===== src/rtl/regfile_write_arbiter.sv =====
// Round-robin arbiter sharing the register file write port between the ALU and load writeback paths.
// The winning write is registered so the register file sees it one cycle after acceptance.
module regfile_write_arbiter #(
    parameter int DATA_W = 32,
    parameter int ADDR_W = 5,
    parameter int CNT_W  = 8
) (
    input  logic              clk,
    input  logic              reset,
    input  logic              stall,
    input  logic              req0_valid,
    input  logic [ADDR_W-1:0] req0_addr,
    input  logic [DATA_W-1:0] req0_data,
    output logic              req0_ready,
    input  logic              req1_valid,
    input  logic [ADDR_W-1:0] req1_addr,
    input  logic [DATA_W-1:0] req1_data,
    output logic              req1_ready,
    output logic              wr_en,
    output logic [ADDR_W-1:0] wr_addr,
    output logic [DATA_W-1:0] wr_data,
    output logic [CNT_W-1:0]  conflict_cnt
);

    localparam logic [CNT_W-1:0] CNT_MAX = {CNT_W{1'b1}};

    logic              lastGrant_q, lastGrant_d;
    logic              wrEn_q, wrEn_d;
    logic [ADDR_W-1:0] wrAddr_q, wrAddr_d;
    logic [DATA_W-1:0] wrData_q, wrData_d;
    logic [CNT_W-1:0]  conflictCnt_q, conflictCnt_d;

    logic grant0, grant1;
    logic bothValid;

    assign bothValid = req0_valid && req1_valid;

    // On a conflict the requester that did not win last time gets the port.
    always_comb begin
        grant0 = 1'b0;
        grant1 = 1'b0;
        if (!reset && !stall) begin
            if (bothValid) begin
                grant0 = lastGrant_q;
                grant1 = !lastGrant_q;
            end else begin
                grant0 = req0_valid;
                grant1 = req1_valid;
            end
        end
    end

    assign req0_ready = grant0;
    assign req1_ready = grant1;

    always_comb begin
        lastGrant_d   = lastGrant_q;
        wrEn_d        = 1'b0;
        wrAddr_d      = wrAddr_q;
        wrData_d      = wrData_q;
        conflictCnt_d = conflictCnt_q;
        if (grant0) begin
            lastGrant_d = 1'b0;
            wrEn_d      = (req0_addr != '0);
            wrAddr_d    = req0_addr;
            wrData_d    = req0_data;
        end else if (grant1) begin
            lastGrant_d = 1'b1;
            wrEn_d      = (req1_addr != '0);
            wrAddr_d    = req1_addr;
            wrData_d    = req1_data;
        end
        if (bothValid && !stall && conflictCnt_q != CNT_MAX) begin
            conflictCnt_d = conflictCnt_q + CNT_W'(1);
        end
    end

    // Reset starts last grant at 1 so the ALU path wins the first conflict.
    always_ff @(posedge clk) begin
        if (reset) begin
            lastGrant_q   <= 1'b1;
            wrEn_q        <= 1'b0;
            wrAddr_q      <= '0;
            wrData_q      <= '0;
            conflictCnt_q <= '0;
        end else begin
            lastGrant_q   <= lastGrant_d;
            wrEn_q        <= wrEn_d;
            wrAddr_q      <= wrAddr_d;
            wrData_q      <= wrData_d;
            conflictCnt_q <= conflictCnt_d;
        end
    end

    assign wr_en        = wrEn_q;
    assign wr_addr      = wrAddr_q;
    assign wr_data      = wrData_q;
    assign conflict_cnt = conflictCnt_q;

endmodule


===== config.mk =====
export PLATFORM = sky130hd
export DESIGN_NAME = regfile_write_arbiter
export DESIGN_NICKNAME = d
export VERILOG_FILES = /design/src/rtl/regfile_write_arbiter.sv
export SDC_FILE = /design/constraint.sdc
export NUM_CORES = 1
export LEC_CHECK = 0
export CELL_PAD_IN_SITES_DETAIL_PLACEMENT = 1
export CELL_PAD_IN_SITES_GLOBAL_PLACEMENT = 2
export CORE_MARGIN = 4
export CORE_UTILIZATION = 20
export DETAILED_ROUTE_END_ITERATION = 10
export PLACE_DENSITY = 0.8
export SYNTH_ARGS = -nofsm -noshare
export SYNTH_HDL_FRONTEND = slang
export SYNTH_SLANG_ARGS = --single-unit

===== constraint.sdc =====
create_clock -name clk -period 2.3 [get_ports clk]
set_input_delay 0.46 -clock clk [delete_from_list [all_inputs] [get_ports clk]]
set_output_delay 0.46 -clock clk [all_outputs]
set_load 0.03 [all_outputs]

==> out/metrics.yaml <==
status: "finished clean"
placed_cells: 410
ys_seq_area_share_pct: 50.81
post_cts_buffers: 0
fill_cells: 1014
firstDrtPassIters: 8
reg2reg_to: "conflict_cnt[7]$_SDFFE_PP0P_"
clk_pin_slew_ps: 90
wl_per_cell_um: 17.23
vias_per_cell: 4.966
worst_setup_path_start_kind: "input pin"
hp-start: "wr_data[30]$_SDFFE_PP0P_"
worst_slew_margin_rel_pct: 65.16
drt_iter0_markers: 138
hp-class: "flop to flop"
layoutNonFillerInstCount: 417
antenna_found_initial: 0
hold_end: "wr_data[30]$_SDFFE_PP0P_"
root_buffer: "clkbuf_8"
grt_pass1_vias: 2166
syn-num-nets: 265
track_usage_pct: 12.72
dieArea_mm2: 0.01086
yosysWarnings: 0
clkLatencyLatePin_ps: 290
ant_nets: 0
maxSlewViolCount: 0
cts.htree.levels: 2
vias: 2071
grt_setup_unrepaired: "false"
grt_max_degree: 48
syn-mean-instance-area_um2: 10.01
fin_tns_setup_ps: 0
worst_slew_pin_slew_ps: 522.7
synth_cell_types: 33
setup_viol: 0
fin_skew_ps: 6.776
yosysTopAreaCell: "dfxtp_1"
area_delta_synth_final_pct: 78.31
initial_core_util_pct: 20.93
vdd_drop_max_v: 0.0001959
cp.required_ps: 1840
layout_common_cells: "clkdlybuf4s50_1, dfxtp_1, nor2_1, a222oi_1, buf_4"
synth_top_cell_area_share_pct: 50.81
cp_max_fo: 11
r2r_slack_ps: 660
drc: 0
clock.fmax_mhz: 471.3
core_area_mm2: 0.008848
cts_tree: "yes"
cp-end-kind: "primary output"
arrival_ps: 1660
gp_congestion: 0.7020
cts-buffers-inserted: 5
post-route-min-period_ps: 2122
grt-ovfl-total: 0
hold_path_depth: 2
synthCells: 185
hold_buffers: 0
drive_gt1_share_pct: 6.472
fin_crit_sh_pct: 92.25
dpl.hpwl_mm: 5.254
cap_violations: 0
clock_path_buffers: 2
cts_resized: 0
synth_area_mm2: 0.001852
synthFlopType: "dfxtp_1"
numPortBuffers: 126
critPathKind: "input pin to primary output"
dieHeight_um: 104.2
rows: 34
synth.ff_latch_count: 47
final_common_cell: "clkdlybuf4s50_1"
boundaryPins: 127
async_flop_share_pct: 0
r2r_cells: 5
n_antenna_cell: 0
die_w_um: 104.2
fin_nets: 389
wl_mm: 7.184
synthTopCellsByArea: "dfxtp_1, a222oi_1, nor2_1"
clock-sinks: 47
hold_viol: 0
worstReg2RegStart: "conflict_cnt[0]$_SDFFE_PP0P_"
p_leak_uw: 0.001216
synth-edff-count: 0
grt_pass1_wl_mm: 11.32
power_density_mw_per_mm2: 538.1
-- how the worst max path moves through the flow --
stage | startpoint | to | slack (ps) | depth (start not counted)
floorplan | conflict_cnt[0]$_SDFFE_PP0P_ | conflict_cnt[7]$_SDFFE_PP0P_ | 630 | 5
global placement | stall | req1_ready | 190 | 4
detailed placement | req1_valid | wr_data[21]$_SDFFE_PP0P_ | 160 | 6
CTS | stall | req1_ready | 170 | 4
global route | stall | req1_ready | 140 | 4
finish | stall | req1_ready | 180 | 4
-- where the power goes --
| group | switching, uW | internal, uW |
|---|---|---|
| clock | 270 | 237 |
| combinational | 179 | 223 |
| sequential | 19.7 | 848 |
-- layer usage --
metal  up-vias  share of wire, %  wire length (um)  global-route usage (%)
met2       101                49              3507                   21.87
met3        10               7.5               540                   3.786
li1        968                 -                 -                       -
met5         -                 0                 0                       0
met1       992                41              2972                   14.69
met4         0               2.3               163                   5.318
-- sequential cells by signal, indices dropped and copies added, names as in the netlist --
register	flops
conflict_cnt	8
lastGrant_q	1
wr_en	1
wr_addr	5
wr_data	32
-- layout make-up --
type                            instances  area, um2  area share, %
Sequential cell                        47      940.9          28.50
Inverter                                2      7.507         0.2274
Clock inverter                          1      5.005         0.1516
Tap cell                              108      135.1          4.092
Clock buffer                            6      82.58          2.501
Multi-Input combinational cell        120      814.5          24.67
Timing Repair Buffer                  133       1316          39.86
-- synth_stat cells (2+ instances only) --
| master | number |
|---|---|
| dfxtp_1 | 47 |
| nand2_1 | 4 |
| xor2_1 | 5 |
| nor2_1 | 45 |
| buf_6 | 3 |
| buf_2 | 5 |
| inv_1 | 2 |
| o211ai_1 | 2 |
| or4_1 | 2 |
| and3_1 | 2 |
| and3_4 | 2 |
| clkbuf_1 | 7 |
| a222oi_1 | 37 |
| o21ai_0 | 3 |
-- critical path: stages --
cell,delay [ps]
clkdlybuf4s50_1,430
nor2_1,230
and3_4,340
buf_4,200
-- kinds of logic after synthesis --
family	after synthesis	share of synthesized area [%]
adders and majority gates	1	0.6756
AOI/OAI and AO/OA	48	23.99
and+or+nand+nor	64	15.81
xor gates and xnor gates	5	2.365
DFF	47	50.81
muxes	2	1.149
buffers and inverters	18	5.203
-- per-stage QoR --
step	worst slack, ps	hold slack [ps]	util, %	power [uW]	area (um2)
4_1_cts	170.7	512.3	37.32	1822	3302
2_1_floorplan	632.5	508.0	-	1053	1852
3_3_place_gp	189.1	477.8	36.33	1288	3214
5_1_grt	144.5	531.0	37.32	1875	3302
3_5_place_dp	162.9	489.3	36.33	1294	3214
6_report	178.4	504.0	37.32	1777	3302
Power figures use the tool's default switching activity.
